**config.mk**
```make
export PLATFORM = sky130hd
export DESIGN_NAME = adc_fifo_stream_sched_flat
export DESIGN_NICKNAME = d
export VERILOG_FILES = /design/src/rtl/adc_fifo_stream_sched_if.sv /design/src/rtl/adc_fifo_stream_sched.sv /design/src/flat_wrapper.sv
export SDC_FILE = /design/constraint.sdc
export NUM_CORES = 1
export LEC_CHECK = 0
export ABC_AREA = 1
export CORE_MARGIN = 8
export CORE_UTILIZATION = 45
export DETAILED_ROUTE_END_ITERATION = 7
export PLACE_DENSITY = 0.73
export SKIP_CTS_REPAIR_TIMING = 1
export SYNTH_ARGS = -nofsm -noshare
export SYNTH_HDL_FRONTEND = slang
export SYNTH_SLANG_ARGS = --single-unit
```
**constraint.sdc**
```tcl
create_clock -name clk_out_0 -period 2.7 [get_ports clk_out_0]
set_input_delay 0.27 -clock clk_out_0 [delete_from_list [all_inputs] [get_ports clk_out_0]]
set_output_delay 0.27 -clock clk_out_0 [all_outputs]
set_load 0.01 [all_outputs]
```
**src/rtl/adc_fifo_stream_sched_if.sv**
```systemverilog
// rtl/adc_fifo_stream_sched_if.sv - USB slave-FIFO stream-in pin bundle
//
// Purpose: groups the slave-FIFO write-side pins used by adc_fifo_stream_sched.
// Signals:
//   fdata    16-bit FIFO data word
//   faddr    FIFO endpoint address
//   slwr     write strobe, active low
//   pkt_end  packet commit strobe, active low
//   flagd    FIFO space available (1 = not full)
// Modports:
//   master   the writer (drives data/strobes, observes flagd)
//   slave    the FIFO side (observes data/strobes, drives flagd)

interface adc_fifo_stream_sched_if;
    logic [15:0] fdata;
    logic [1:0]  faddr;
    logic        slwr;
    logic        pkt_end;
    logic        flagd;

    modport master (
        output fdata,
        output faddr,
        output slwr,
        output pkt_end,
        input  flagd
    );

    modport slave (
        input  fdata,
        input  faddr,
        input  slwr,
        input  pkt_end,
        output flagd
    );
endinterface

```
**src/rtl/adc_fifo_stream_sched.sv**
```systemverilog
// rtl/adc_fifo_stream_sched.sv - multi-channel ADC sample sets into slave-FIFO stream
//
// Purpose: captures one conversion set per sample_valid pulse, walks the
// channels enabled in the armed mask in ascending order and writes one tagged
// 16-bit word per channel into the USB slave FIFO, honouring the FIFO full
// flag. On stop, a partially filled packet is committed with pkt_end.
//
// Ports:
//   clk_out_0     interface clock
//   reset_n       asynchronous, active-low reset
//   enable        level, stream request
//   sync          host sync; arming only possible while high
//   ch_mask       channel enable mask, bit i = channel i
//   sample_valid  one-cycle pulse, ch_data holds a new conversion set
//   ch_data       packed samples, channel 0 in [SAMPLE_W-1:0]
//   fifo          slave-FIFO pins (master modport): fdata, faddr, slwr,
//                 pkt_end, flagd
//   overrun       sticky, a sample set was dropped
//   words_sent    total words written, wraps modulo 2^16
//
// Word format: {sample, zero pad, channel[2:0]}; SAMPLE_W must be <= 13.

module adc_fifo_stream_sched #(
    parameter int NUM_CH    = 8,
    parameter int SAMPLE_W  = 12,
    parameter int PKT_WORDS = 256
) (
    input  logic                         clk_out_0,
    input  logic                         reset_n,
    input  logic                         enable,
    input  logic                         sync,
    input  logic [NUM_CH-1:0]            ch_mask,
    input  logic                         sample_valid,
    input  logic [NUM_CH*SAMPLE_W-1:0]   ch_data,
    adc_fifo_stream_sched_if.master      fifo,
    output logic                         overrun,
    output logic [15:0]                  words_sent
);

    localparam int CH_W  = (NUM_CH > 1) ? $clog2(NUM_CH) : 1;
    localparam int PKT_W = $clog2(PKT_WORDS);

    typedef enum logic [1:0] {
        IDLE        = 2'd0,
        WAIT_SAMPLE = 2'd1,
        WRITE       = 2'd2,
        FLUSH       = 2'd3
    } state_t;

    state_t                      state_q;
    state_t                      state_d;

    logic [NUM_CH-1:0]           mask_q;
    logic [NUM_CH*SAMPLE_W-1:0]  shadow_q;
    logic [CH_W-1:0]             ptr_q;
    logic [PKT_W-1:0]            pkt_cnt_q;

    // FSM decode strobes
    logic                        arm;
    logic                        capture;
    logic                        wr;
    logic                        commit;

    // channel walk helpers
    logic [CH_W-1:0]             first_ptr;
    logic [CH_W-1:0]             next_ptr;
    logic                        has_next;

    logic [15:0]                 fdata_w;

    // Lowest set bit of the armed mask, and the lowest set bit above ptr_q.
    // Loops run downward so the last hit is the lowest qualifying channel.
    always_comb begin
        first_ptr = '0;
        next_ptr  = ptr_q;
        has_next  = 1'b0;
        for (int i = NUM_CH - 1; i >= 0; i--) begin
            if (mask_q[i]) begin
                first_ptr = CH_W'(i);
            end
            if (mask_q[i] && (i > int'(ptr_q))) begin
                next_ptr = CH_W'(i);
                has_next = 1'b1;
            end
        end
    end

    always_ff @(posedge clk_out_0 or negedge reset_n) begin
        if (!reset_n) begin
            state_q <= IDLE;
        end else begin
            state_q <= state_d;
        end
    end

    always_comb begin
        state_d = state_q;
        arm     = 1'b0;
        capture = 1'b0;
        wr      = 1'b0;
        commit  = 1'b0;
        case (state_q)
            IDLE: begin
                if (enable && sync && fifo.flagd && (ch_mask != '0)) begin
                    arm     = 1'b1;
                    state_d = WAIT_SAMPLE;
                end
            end
            WAIT_SAMPLE: begin
                // A sample arriving together with enable low is still streamed;
                // the stop is seen again once the set has been written.
                if (sample_valid) begin
                    capture = 1'b1;
                    state_d = WRITE;
                end else if (!enable) begin
                    state_d = FLUSH;
                end
            end
            WRITE: begin
                if (fifo.flagd) begin
                    wr = 1'b1;
                    if (!has_next) begin
                        state_d = WAIT_SAMPLE;
                    end
                end
            end
            FLUSH: begin
                // An exactly full packet has already been committed by the FIFO.
                if (pkt_cnt_q == '0) begin
                    state_d = IDLE;
                end else if (fifo.flagd) begin
                    commit  = 1'b1;
                    state_d = IDLE;
                end
            end
            default: begin
                state_d = IDLE;
            end
        endcase
    end

    always_ff @(posedge clk_out_0 or negedge reset_n) begin
        if (!reset_n) begin
            mask_q     <= '0;
            shadow_q   <= '0;
            ptr_q      <= '0;
            pkt_cnt_q  <= '0;
            words_sent <= '0;
            overrun    <= 1'b0;
        end else begin
            if (arm) begin
                mask_q  <= ch_mask;
                overrun <= 1'b0;
            end
            if (capture) begin
                shadow_q <= ch_data;
                ptr_q    <= first_ptr;
            end
            if (wr) begin
                ptr_q      <= next_ptr;
                words_sent <= words_sent + 16'd1;
                // PKT_WORDS is a power of two, so the natural wrap is the packet boundary.
                pkt_cnt_q  <= pkt_cnt_q + 1'b1;
            end
            if (commit) begin
                pkt_cnt_q <= '0;
            end
            // Shadow is busy for the whole set, including its last write cycle.
            if ((state_q == WRITE) && sample_valid) begin
                overrun <= 1'b1;
            end
        end
    end

    // Data word built from registers only, so fdata never glitches on inputs.
    always_comb begin
        fdata_w                  = '0;
        fdata_w[15 -: SAMPLE_W]  = shadow_q[int'(ptr_q) * SAMPLE_W +: SAMPLE_W];
        fdata_w[2:0]             = 3'(ptr_q);
    end

    assign fifo.fdata   = fdata_w;
    assign fifo.faddr   = 2'b10;
    assign fifo.slwr    = ~wr;
    assign fifo.pkt_end = ~commit;

endmodule
```
**src/flat_wrapper.sv**
```systemverilog
// flat-port wrapper written by rule: the top's interface ports become plain ports
module adc_fifo_stream_sched_flat 
#(
    parameter int NUM_CH    = 8,
    parameter int SAMPLE_W  = 12,
    parameter int PKT_WORDS = 256
)
  (clk_out_0, reset_n, enable, sync, ch_mask, sample_valid, ch_data, overrun, words_sent, fifo_fdata, fifo_faddr, fifo_slwr, fifo_pkt_end, fifo_flagd);
  adc_fifo_stream_sched_if fifo_i ();
  input  logic clk_out_0;
  input  logic reset_n;
  input  logic enable;
  input  logic sync;
  input  logic [NUM_CH-1:0] ch_mask;
  input  logic sample_valid;
  input  logic [NUM_CH*SAMPLE_W-1:0] ch_data;
  output logic overrun;
  output logic [15:0] words_sent;
  output wire logic [$bits(fifo_i.fdata)-1:0] fifo_fdata;
  output wire logic [$bits(fifo_i.faddr)-1:0] fifo_faddr;
  output wire logic [$bits(fifo_i.slwr)-1:0] fifo_slwr;
  output wire logic [$bits(fifo_i.pkt_end)-1:0] fifo_pkt_end;
  input wire logic [$bits(fifo_i.flagd)-1:0] fifo_flagd;
  assign fifo_fdata = fifo_i.fdata;
  assign fifo_faddr = fifo_i.faddr;
  assign fifo_slwr = fifo_i.slwr;
  assign fifo_pkt_end = fifo_i.pkt_end;
  assign fifo_i.flagd = fifo_flagd;
  adc_fifo_stream_sched #(.NUM_CH(NUM_CH), .SAMPLE_W(SAMPLE_W), .PKT_WORDS(PKT_WORDS)) u_core (.clk_out_0(clk_out_0), .reset_n(reset_n), .enable(enable), .sync(sync), .ch_mask(ch_mask), .sample_valid(sample_valid), .ch_data(ch_data), .fifo(fifo_i), .overrun(overrun), .words_sent(words_sent));
endmodule
```
==> metrics.md, run 1 <==
| Metric | Value |
|---|---|
| Outcome | completed |
| Die Footprint | 0.0185 mm^2 |
| Die Span Y | 136 um |
| Final antenna-violating net count | 0 |
| Final #Nets | about 1,100 |
| Min cycle time layout | 2.59 ns |
| Fin area | 0.00866 mm^2 |
| Pre-CTS setup slack | 0.436 ns |
| Area contributors post-synth | dfrtp_1 (52%), nand2_1 (23%), o21ai_0 (3.4%) |
| Critical-path top delay cell | clkdlybuf4s50_1 |
| Fraction of layout instances using a drive strength above 1 | 7.60% |
| Worst Path Buf+Inv | 3 |
| DR WL/cell | 15.8 um |
| Die W | 136 um |
| Cell variety after synth | 35 |
| Num CTS Buffers | 17 |
| IO Pins | 147 |
| Final setup viols | 0 |
| Post-synth EDFFs | 0 |
| CTS root buf | clkbuf_16 |
| Largest family of logic cells by synthesized area | simple AND/OR/NAND/NOR gates |
| Register area share after synthesis | 51.8% |
| # clock sinks | 134 |
| Unrepaired setup endpoints after global routing | no |
| CP max FO | 24 |
| Largest net degree at the start of global routing | 58 |
| Synthesis-to-finish area growth | 33.7% |
| CP Capture Type | output pin |
| Detailed Route WL | 18,300 um |
| Yosys warning count | 0 |
| Synth Area in Compound Gates | 8.62% |
| Critical path's largest stage delay | 0.60 ns |
| Drt initial violations | 474 |
| Startpoint types | flip-flop |
| Placed cell count | approximately 1,100 |
| Crit-path cells | inv_1, buf_4, or2_2, o21ai_0, o221ai_1, clkdlybuf4s50_1 |
| Reg2reg start | u_core.state_q[0] |
| Max cap viols | 0 |
| HPWL Detailed | around 14,000 um |
| Post-place instance area | 0.00803 mm^2 |
| First-pass GRT wire length | 28,600 um |
| Post-synthesis register bit count | 134 |
| Non-filler instance count after layout | 1,158 |
| TritonRoute pass-1 iters | 5 |
| Gpl congestion | around 0.94 |
| CP delay by family, top | buffers and inverters |
| Max rail drop VDD | ~0.57 mV |
| Yosys top cell area share | 51.8% |
| # DRC | 0 |
| Initial antenna violation count | 0 |
| Clk_lat worst skew | ~0.42 ns |
| Clock-pin slew on the worst setup and hold paths | 0.05 ns |
| Top_reg_cell synth | dfrtp_1 |
| Vias in the first global route | ~5,400 |
| Final WS setup | 0.107 ns |
| Mux share of post-synthesis cell area | 0% |
| Worst EP required | 2.43 ns |
| Gr usage total | 20.0% |
| Clk buf depth | 2 |
| Max frequency | between 300 and 400 MHz |
| Total power | 0.00936 W |
| TritonCTS clock tree | done |
| Post-synthesis simple-gate area fraction | 31.1% |
| Slew headroom | 65.0% |
| Final Hold Viols | 0 |
| Initial Util | 45.2% |
| Row count | 44 |
| Mapped Area | 0.00647 mm^2 |
| Vias | 5,808 |
| Critical path class | flip-flop to output pin |
| Cell leakage power | 4.27 nW |
| Hold Crit Class | input pin to async pin |
| Core area | roughly 0.014 mm^2 |
| Ant. Diodes | 0 |
| XOR/XNOR share of the synthesized area | 1.76% |
| Gate count after technology mapping | 824 |
| PwrDens | 1080 mW/mm^2 |
| Asr flop ratio synth | 100% |
| Worst Hold Margin | 0.387 ns |
| Fin. max-slew vios | 0 |
| Area share of fa/ha/maj cells after synthesis | 0.580% |
| Avg Inst Size Synth | between 7 and 8 um^2 |
| Port bufs | 143 |
| Slew @ Worst Pin | roughly 0.53 ns |
| Vias per Instance | about 5 |
| Arrival time at the worst endpoint | between 2 and 2.5 ns |
| Grt total ovfl | 0 |
| Most area-hungry cell type in the Yosys netlist | dfrtp_1 |
| Htree depth | 4 |
| Final period utilization | 96.0% |
| Worst Setup SP | u_core.ptr_q[0] |
| Clk_skew | 0.00822 ns |
==> flip-flops by register name, summed over array words and instances, names as in the netlist <==
register and flops:
u_core.mask_q 8, u_core.overrun 1, u_core.pkt_cnt_q 8, u_core.ptr_q 3, u_core.shadow_q 96, u_core.state_q 2, u_core.words_sent 16
==> worst reg2reg max path, stage by stage, from the launching register on <==
cell and delay (ns):
dfrtp_1 0.45, inv_2 0.08, nor2_2 0.16, inv_2 0.06
nor2_4 0.13, buf_4 0.43, nand2_1 0.23, nand2_1 0.10
==> worst paths after layout <==
kind / endpoint / slack, ns / depth (start not counted)
min: u_core.shadow_q[60] / 0.39 / 2
max reg2reg: u_core.shadow_q[79] / 0.99 / 7
max: fifo_fdata[9] / 0.11 / 6
min in group clk_out_0: u_core.shadow_q[15] / 0.39 / 3
min reg2reg: u_core.shadow_q[9] / 0.46 / 2
max in group asynchronous: u_core.mask_q[0] / 1.61 / 3
==> layer usage <==
| metal | vias to the layer above | share of wire, % | global-route usage, % |
|---|---|---|---|
| li1 | 2875 | - | - |
| met1 | 2714 | 45 | 26.9 |
| met2 | 195 | 46 | 30.6 |
| met3 | 24 | 6.8 | 4.51 |
| met4 | 0 | 2.1 | 8.60 |
| met5 | - | 0 | 0 |
==> stage by stage <==
stage	setup TNS [ns]	utilization, %
floorplan	0	-
global placement	0	56.1
detailed placement	0	56.1
CTS	-0.0521	60.4
global route	0	60.5
finish	0	60.5
==> layout make-up <==
| cell class | instances | area, um^2 |
|---|---|---|
| clock buffer | 23 | 488 |
| sequential | 134 | 3360 |
| clock inverter | 9 | 123 |
| timing repair buffer | 158 | 1560 |
| fill | 1278 | 5660 |
| inverter | 44 | 165 |
| multi-input combinational | 606 | 2730 |
| tap | 184 | 230 |
==> synth_stat cells, types with 3 or more instances <==
library cell,count
o221ai_1,12
nor2_2,6
inv_2,4
buf_4,5
inv_1,39
a21oi_1,6
or2_2,9
ha_1,3
o211ai_1,4
nor2_1,44
nand4_1,8
nand2_1,393
buf_6,4
xnor2_1,3
o21ai_0,44
clkbuf_1,11
xor2_1,10
buf_2,19
nor3_1,6
nand3_1,21
a22oi_1,20
dfrtp_1,134
==> cells by family (layout without fill, tap and decap cells) <==
kind of cell	after synthesis	count (layout)
fa+ha+maj	3	3
buf+inv	85	234
flops	134	134
compound gates	90	90
other cells	2	3
simple gates	497	497
xor+xnor	13	13
==> layout by cell type, fill, tap and decap left out, types with 2 or more instances in the layout <==
cell type	Yosys	routed
or2_2	9	9
nor2_1	44	44
bufinv_16	0	3
o22ai_1	2	2
a21oi_1	6	6
nor3b_1	2	2
dfrtp_1	134	132
o21ai_1	2	2
ha_1	3	3
dfrtp_2	0	2
nand3_1	21	21
nor3_1	6	6
xnor2_1	3	3
clkdlybuf4s50_1	0	142
inv_1	39	38
conb_1	2	3
clkbuf_8	0	4
o211ai_1	4	4
xor2_1	10	10
nor2_4	2	2
o21ai_0	44	44
a22oi_1	20	20
nor2_2	6	6
inv_2	4	5
buf_4	5	12
clkbuf_1	11	2
nor3_2	2	2
nand4_1	8	8
clkbuf_16	0	17
clkinv_2	0	5
buf_6	4	2
o221ai_1	12	12
nand2_1	393	393
==> power by group <==
part	switching [W]	leakage, nW	total (W)	internal (W)
registers	0.000723	1.68	0.00358	0.00286
clock network	0.000815	0.303	0.00236	0.00154
logic	0.00195	2.28	0.00342	0.00147
Power figures use the tool's default switching activity.
==> run 2, diff against run 1 <==
- SKIP_CTS_REPAIR_TIMING: 1 -> not set
==> results of run 2 <==
Same layout as run 1: the final DEF is identical, and so are final timing and power.
Main changes from that run: wire length of the first global-routing pass 28600 um -> 28700 um; via count of the first global-routing pass 5437 -> 5440
